--- src/rtl/pio_debounced_capture_if.sv ---
// Avalon-MM slave bus for pio_debounced_capture.
//   address   [1:0]  word address
//   read             read strobe (readdata valid one cycle later)
//   write            write strobe (zero wait states)
//   writedata [31:0] write data
//   readdata  [31:0] registered read data
interface pio_debounced_capture_if;
  logic [1:0]  address;
  logic        read;
  logic        write;
  logic [31:0] writedata;
  logic [31:0] readdata;

  modport master (output address, read, write, writedata, input readdata);
  modport slave  (input address, read, write, writedata, output readdata);
endinterface

--- src/rtl/pio_debounced_capture.sv ---
// Debounced input PIO with per-channel edge capture and masked interrupt.
//   clk, reset  single clock, synchronous active-high reset
//   in_port     WIDTH asynchronous raw inputs
//   bus         Avalon-MM slave: 0 DATA (RO), 1 reserved, 2 IRQ_MASK (RW),
//               3 EDGE_CAP (W1C); readLatency 1
//   irq         level interrupt, |(EDGE_CAP & IRQ_MASK)

// One channel: synchroniser chain followed by a stable-count debouncer.
module pio_dbc_lane #(
  parameter int SYNC_STAGES     = 2,
  parameter int DEBOUNCE_CYCLES = 50000,
  parameter int CNT_W           = 16
) (
  input  logic clk,
  input  logic reset,
  input  logic in_raw,
  output logic deb
);
  logic [SYNC_STAGES-1:0] sync_q, sync_d;
  logic [CNT_W-1:0]       cnt_q, cnt_d;
  logic                   deb_q, deb_d;

  always_comb begin
    sync_d = {sync_q[SYNC_STAGES-2:0], in_raw};
    cnt_d  = '0;
    deb_d  = deb_q;
    // Any cycle where the synced level agrees with deb restarts the count,
    // so only DEBOUNCE_CYCLES consecutive disagreeing cycles flip deb.
    if (sync_q[SYNC_STAGES-1] != deb_q) begin
      if (cnt_q == CNT_W'(DEBOUNCE_CYCLES - 1)) begin
        deb_d = sync_q[SYNC_STAGES-1];
      end else begin
        cnt_d = cnt_q + 1'b1;
      end
    end
  end

  always_ff @(posedge clk) begin
    if (reset) begin
      sync_q <= '0;
      cnt_q  <= '0;
      deb_q  <= 1'b0;
    end else begin
      sync_q <= sync_d;
      cnt_q  <= cnt_d;
      deb_q  <= deb_d;
    end
  end

  assign deb = deb_q;
endmodule

module pio_debounced_capture #(
  parameter int WIDTH           = 32,
  parameter int SYNC_STAGES     = 2,
  parameter int DEBOUNCE_CYCLES = 50000,
  parameter int EDGE_MODE       = 0
) (
  input  logic                    clk,
  input  logic                    reset,
  input  logic [WIDTH-1:0]        in_port,
  pio_debounced_capture_if.slave  bus,
  output logic                    irq
);
  localparam int CNT_W = $clog2(DEBOUNCE_CYCLES + 1);

  logic [WIDTH-1:0] deb;
  logic [WIDTH-1:0] deb_dly_q;
  logic [WIDTH-1:0] mask_q, mask_d;
  logic [WIDTH-1:0] cap_q, cap_d;
  logic [WIDTH-1:0] evt, clr;
  logic [31:0]      rdata_q, rdata_d;

  for (genvar i = 0; i < WIDTH; i++) begin : g_lane
    pio_dbc_lane #(
      .SYNC_STAGES    (SYNC_STAGES),
      .DEBOUNCE_CYCLES(DEBOUNCE_CYCLES),
      .CNT_W          (CNT_W)
    ) u_lane (
      .clk   (clk),
      .reset (reset),
      .in_raw(in_port[i]),
      .deb   (deb[i])
    );
  end

  always_comb begin
    case (EDGE_MODE)
      1:       evt = ~deb & deb_dly_q;
      2:       evt = deb ^ deb_dly_q;
      default: evt = deb & ~deb_dly_q;
    endcase

    clr = '0;
    if (bus.write && bus.address == 2'd3) clr = bus.writedata[WIDTH-1:0];
    // OR-ing the event after the clear makes a same-cycle set win.
    cap_d = (cap_q & ~clr) | evt;

    mask_d = mask_q;
    if (bus.write && bus.address == 2'd2) mask_d = bus.writedata[WIDTH-1:0];

    // Muxes the current (pre-write) register values, so a read colliding
    // with a write to the same register returns the old contents.
    rdata_d = rdata_q;
    if (bus.read) begin
      rdata_d = '0;
      case (bus.address)
        2'd0:    rdata_d[WIDTH-1:0] = deb;
        2'd2:    rdata_d[WIDTH-1:0] = mask_q;
        2'd3:    rdata_d[WIDTH-1:0] = cap_q;
        default: rdata_d = '0;
      endcase
    end
  end

  always_ff @(posedge clk) begin
    if (reset) begin
      deb_dly_q <= '0;
      mask_q    <= '0;
      cap_q     <= '0;
      rdata_q   <= '0;
    end else begin
      deb_dly_q <= deb;
      mask_q    <= mask_d;
      cap_q     <= cap_d;
      rdata_q   <= rdata_d;
    end
  end

  assign bus.readdata = rdata_q;
  // Registers only: no combinational path from the bus into irq.
  assign irq = |(cap_q & mask_q);
endmodule

--- src/flat_wrapper.sv ---
// flat-port wrapper written by rule: the top's interface ports become plain ports
module pio_debounced_capture_flat 
#(
  parameter int WIDTH           = 32,
  parameter int SYNC_STAGES     = 2,
  parameter int DEBOUNCE_CYCLES = 50000,
  parameter int EDGE_MODE       = 0
)
  (clk, reset, in_port, irq, bus_address, bus_read, bus_write, bus_writedata, bus_readdata);
  pio_debounced_capture_if bus_i ();
  input  logic clk;
  input  logic reset;
  input  logic [WIDTH-1:0] in_port;
  output logic irq;
  input wire logic [$bits(bus_i.address)-1:0] bus_address;
  input wire logic [$bits(bus_i.read)-1:0] bus_read;
  input wire logic [$bits(bus_i.write)-1:0] bus_write;
  input wire logic [$bits(bus_i.writedata)-1:0] bus_writedata;
  output wire logic [$bits(bus_i.readdata)-1:0] bus_readdata;
  assign bus_i.address = bus_address;
  assign bus_i.read = bus_read;
  assign bus_i.write = bus_write;
  assign bus_i.writedata = bus_writedata;
  assign bus_readdata = bus_i.readdata;
  pio_debounced_capture #(.WIDTH(WIDTH), .SYNC_STAGES(SYNC_STAGES), .DEBOUNCE_CYCLES(DEBOUNCE_CYCLES), .EDGE_MODE(EDGE_MODE)) u_core (.clk(clk), .reset(reset), .in_port(in_port), .bus(bus_i), .irq(irq));
endmodule
--- config.mk ---
export PLATFORM = sky130hd
export DESIGN_NAME = pio_debounced_capture_flat
export DESIGN_NICKNAME = d
export VERILOG_FILES = /design/src/rtl/pio_debounced_capture_if.sv /design/src/rtl/pio_debounced_capture.sv /design/src/flat_wrapper.sv
export SDC_FILE = /design/constraint.sdc
export NUM_CORES = 1
export LEC_CHECK = 0
export CAP_MARGIN = 20
export CORE_ASPECT_RATIO = 1.4
export CORE_MARGIN = 2
export CORE_UTILIZATION = 60
export DETAILED_ROUTE_END_ITERATION = 8
export PLACE_DENSITY = 0.89
export SETUP_SLACK_MARGIN = 0.1
export SLEW_MARGIN = 25
export SYNTH_ARGS = -nofsm -noshare
export SYNTH_HDL_FRONTEND = slang
export SYNTH_SLANG_ARGS = --single-unit
--- constraint.sdc ---
create_clock -name clk -period 4 [get_ports clk]
set_input_delay 0.8 -clock clk [delete_from_list [all_inputs] [get_ports clk]]
set_output_delay 0.8 -clock clk [all_outputs]
set_load 0.03 [all_outputs]
* After elaboration in Yosys (flattened, before gate mapping)
Index checks and enable logic that the tools add are counted.
W data, S select, Z words.
** Operators by class
- Add/subtract/negate cells :: 32
- Eq/ne operators :: 66
- Multiplexer cells :: 2
- Bitwise logic cells :: 38
- Reduce and logical (&&, ||, !) cells :: 68
** Operator list (number)
- $add A16 B1 Y16 const B :: 32
- $eq A16 B16 Y1 const B :: 32
- $and A32 B32 Y32 :: 3
- $pmux W32 S3 :: 1
- $reduce_or A3 Y1 :: 32
- $not A32 Y32 :: 2
- $reduce_and A2 Y1 :: 32
- $mux W32 :: 1
- $ne A1 B1 Y1 :: 32
- $not A1 Y1 :: 32
- $or A32 B32 Y32 :: 1
- $reduce_or A32 Y1 :: 1
- $eq A2 B2 Y1 const B :: 2
- $logic_and A1 B1 Y1 :: 2
- $logic_not A2 Y1 :: 1
** Word-level totals
- Flip-flop bits (word level) :: 736
- Input bits :: 70
- Output and inout bits :: 33

* Logic depth before layout (Yosys ltp)
- Depth after elaboration :: 6
- Depth in mapped cells :: 7

* Hierarchy
From an unflattened synthesis, not the netlist that was laid out.
** Unflattened totals
- Cells, all modules :: 3394
- Area, all modules :: 31082.3 µm²
** Modules (own cells, without submodules)
- pio_dbc_lane :: times used 32, cells each 87, area each 802.0 µm²
- pio_debounced_capture :: times used 1, cells each 610, area each 5417.7 µm²

* Worst setup path after synthesis
No wires, ideal clock.
- Path kind :: input to register
- From :: in bus_address[0]
- To :: reg u_core.rdata_q[10] (netlist: u_core.bus.readdata[10])
- Library setup time :: 0.137 ns
- Arrival time :: 1.973 ns
- Path slack :: 1.889 ns
- Stages :: 5
- Path buffers :: 2
- Path through :: clkbuf_1 buf_1 mux2_2 a22oi_1 a211oi_1
** Between the ends
- Cells in the longest elaborated chain, start to end :: 2
- Elaborated cells between the ends (all ways) :: 4
- Classes of those cells :: eq/ne: 2; mux: 1; reduce/logical: 1
** Ends and longest elaborated chain
- start, declared :: RTL line flat_wrapper.sv:15 : input wire logic [$bits(bus_i.address)-1:0] bus_address;
- $eq A2 B2 Y1 or $logic_not A2 Y1 (tied branches) :: RTL line pio_debounced_capture.sv:107 : case (bus.address)
- $pmux W32 S3 (*) :: RTL line pio_debounced_capture.sv:107
- end signal, assigned :: RTL line pio_debounced_capture.sv:126 : rdata_q <= rdata_d;
- end, declared :: RTL line pio_debounced_capture.sv:72 : logic [31:0] rdata_q, rdata_d;
Mark *: on every way between the ends. The rest lies on a longest branch, timed or not.
A chain may end at the register's enable or synchronous reset.

* Worst setup path after layout
- From :: reg u_core.cap_q[21]
- To :: out irq
** Between the ends
- Cells in the longest elaborated chain, start to end :: 2
** Ends and longest elaborated chain
- start, declared :: RTL line pio_debounced_capture.sv:70 : logic [WIDTH-1:0] cap_q, cap_d;
- start signal, assigned :: RTL line pio_debounced_capture.sv:125 : cap_q <= cap_d;
- $and A32 B32 Y32 :: RTL line pio_debounced_capture.sv:132 : assign irq = |(cap_q & mask_q);
- $reduce_or A32 Y1 :: RTL line pio_debounced_capture.sv:132
- end, declared :: RTL line flat_wrapper.sv:14 : output logic irq;
Every way passes these cells.

==> results.yml <==
setup_path:
  crit_fanout: 3
  crit_path_end_kind: "primary output"
  worstPathCellList: "a22oi_1 -> nand4_1 -> or4_1 -> clkdlybuf4s50_1"
  critical_path_buf_inv_count: 1
  r2r_end: "u_core.g_lane[19].u_lane.cnt_q[3]"
  crit_type: "flop to primary output"
  reg2reg_slack_ns: 1.74
  reg2reg_depth: 4
  path_delay_family: "simple AND/OR/NAND/NOR gates"
  critical_path_required_ns: 3.20
  cp-start-kind: "flop"
  cpPeakStageDelay_ns: 0.64
  critPathArrivalTime_ns: 2.63
  slowest_stage: "clkdlybuf4s50_1"
  r2r_start: "u_core.g_lane[19].u_lane.cnt_q[10]"
global_routing:
  antenna_found_initial: 8
  grtUsageTotal_pct: 25.0
  grt_max_degree: 105
  grt_overflow: 0
  grt_pass1_wl_um: 111000
  grt_pass1_vias: 23800
yosys:
  ys_seq_area_share_pct: 48.2
  synth_edf_count: 0
  synth_cell_types: 45
  syn_avg_cell_area_um2: 8.94
  synthesis.area_um2: 30600
  synth_nets: 3521
  synth_ff_type: "dfxtp_1"
  synth-async-reset-ratio_pct: 0
  synth.ff_latch_count: 736
  synth_warnings: 0
  synthCells: 3419
cells_and_area:
  fill_cells: 3667
  multiInputGateArea_um2: 15100
  final_cell_mix: "736 x dfxtp_1, 658 x nor2_1, 383 x xnor2_1, 223 x nand2_1, 172 x nand3_1"
  regArea_um2: 14700
  nNetsFinal: 3595
  final_cells: 4190
  syn_to_final_growth_pct: 12.5
  final_common_cell: "dfxtp_1"
  drive_above_1_share_pct: 5.16
floorplanning:
  rows: 97
  die_h_um: 271
  die_area_um2: 52800
  start_util_pct: 60.8
  die_w_um: 195
  core_um2: 50200
  ios: 103
clock_tree:
  root_buffer: "clkbuf_16"
  clock_latency_ns: 0.61
  cts_tree: "yes"
  clock_sinks: 736
  cts_resized: 0
  numCtsBuffers: 69
  postCtsSetupBuffers: 0
  htree_levels: 3
  cts.reportedPaths.clkPinSlew_ns: 0.06
  clockBufferDepth: 3
  hold_buffers: 0
place:
  dp_hpwl_um: 43900
  io_buffers: 102
  preCtsSetupSlack_ns: 1.24
  gp_congestion: 0.885
  dp.cells: 4065
routing:
  vias: 24300
  final_antenna_net_count: 0
  drc_errors: 0
  drt_iter0_drc: 1803
  viasPerCell: 5.81
  avgRoutedWirePerCell_um: 15.9
  routed_wl_um: 66600
  drt-pass1-iter-count: 6
sta:
  setup_viol: 0
  period_minus_slack_ns: 3.43
  worst_slack_ns: 0.572
  skew_ns: 0.0173
  relSlewSlack_pct: 39.2
  worstMarginPinSlew_ns: 0.910
  rsz0062_at_grt: "no"
  fin_crit_sh_pct: 85.7
  finalSetupTns_ns: 0
  final-hold-violation-count: 0
  fmax_mhz: 292
  finalMaxSlewViolations: 0
power:
  peakVddDrop_v: 0.000350
  clock_power_share_pct: 46.2
  swShare_pct: 21.2
  seq_power_share_pct: 51.0
  switching_power_mw: 3.10
  pwr-share-comb_pct: 2.8
  pwr_density_cell_nw_per_um2: 425
  static-leakage-power_nw: 10.7
  internal-power_mw: 11.5
run_status:
  status: "finished, final reports clean"
hold_path:
  hold_end: "u_core.g_lane[15].u_lane.sync_q[1]"
  hp-class: "flop to flop"
  hold_depth: 1
  min_from: "u_core.g_lane[15].u_lane.sync_q[0]"
job:
  maxCapViolations: 0
## power by group through the flow
stage / sequential [mW] / clock, mW / combinational, mW
2_1_floorplan: 7.62 / 0 / 0.192
3_3_place_gp: 7.61 / 0 / 0.390
3_5_place_dp: 7.61 / 0 / 0.396
4_1_cts: 7.44 / 6.84 / 0.401
5_1_grt: 7.45 / 7.13 / 0.434
6_report: 7.45 / 6.75 / 0.404
## state kept, by name (all words and copies together) (netlist names)
name                         flops
u_core.g_lane.u_lane.cnt_q     512
u_core.g_lane.u_lane.sync_q     64
u_core.bus.readdata             32
u_core.cap_q                    32
u_core.deb_dly_q                32
u_core.g_lane.u_lane.deb        32
u_core.mask_q                   32
## how the worst max path moves through the flow
stage	startpoint	to	slack, ns	cells past startpoint
4_1_cts	u_core.cap_q[21]	irq	0.58	4
6_report	u_core.cap_q[21]	irq	0.57	4
3_5_place_dp	bus_address[0]	u_core.cap_q[14]	1.24	5
3_3_place_gp	bus_address[0]	u_core.cap_q[28]	1.27	5
2_1_floorplan	bus_address[0]	u_core.bus.readdata[10]	1.89	5
5_1_grt	u_core.cap_q[12]	irq	0.56	4
## cells by family (layout without fill, tap and decap cells)
| logic type | Yosys count | count (layout) | synth area share (%) |
|---|---|---|---|
| mux | 61 | 61 | 2.14 |
| simple gates | 1762 | 1762 | 28.9 |
| other cells | 0 | 1 | 0 |
| buf+inv | 190 | 317 | 2.45 |
| xor+xnor | 474 | 474 | 13.6 |
| fa+ha+maj | 32 | 32 | 1.31 |
| flops | 736 | 736 | 48.2 |
| compound gates | 164 | 164 | 3.44 |
## routing by layer
metal	GRT usage, %	wire (um)
met1	29.3	27200
met2	44.7	33100
met3	3.99	3660
met4	11.3	2570
met5	0	88
## area by class of cell
class | count | share of cell area [%]
antenna | 1 | 0.00728
clock inverter | 30 | 1.03
multi-input combinational | 2493 | 44.0
inverter | 82 | 0.895
clock buffer | 94 | 5.77
sequential | 736 | 42.8
timing repair buffer | 111 | 3.17
tap | 643 | 2.34
## synthesized netlist by cell type, types with 32 or more instances
cell type / number / area share, %
a22oi_1: 48 / 1.2
nor4_1: 141 / 2.9
xor2_1: 91 / 2.6
mux2_2: 35 / 1.3
xnor2_1: 383 / 11
dfxtp_1: 736 / 48
nor2b_1: 132 / 2.7
nand3_1: 172 / 2.8
nor3_1: 106 / 1.7
nor2_1: 660 / 8.1
a21oi_1: 68 / 1.1
clkbuf_1: 79 / 0.97
a211oi_1: 32 / 0.79
inv_1: 82 / 1.0
ha_1: 32 / 1.3
nand4_1: 137 / 2.8
nand2_1: 223 / 2.7
and3_1: 40 / 0.82
## per-stage QoR
step                      total power, mW  hold WS [ns]  area, um2  util, %
after floorplan                      7.81         0.414      30600        -
after global placement               8.00         0.423      32000     63.8
after detailed placement             8.00         0.422      32000     63.8
after CTS                            14.7         0.436      34400     68.4
after global routing                 15.0         0.453      34400     68.5
final                                14.6         0.436      34400     68.5
(Power assumes the default switching activity.)
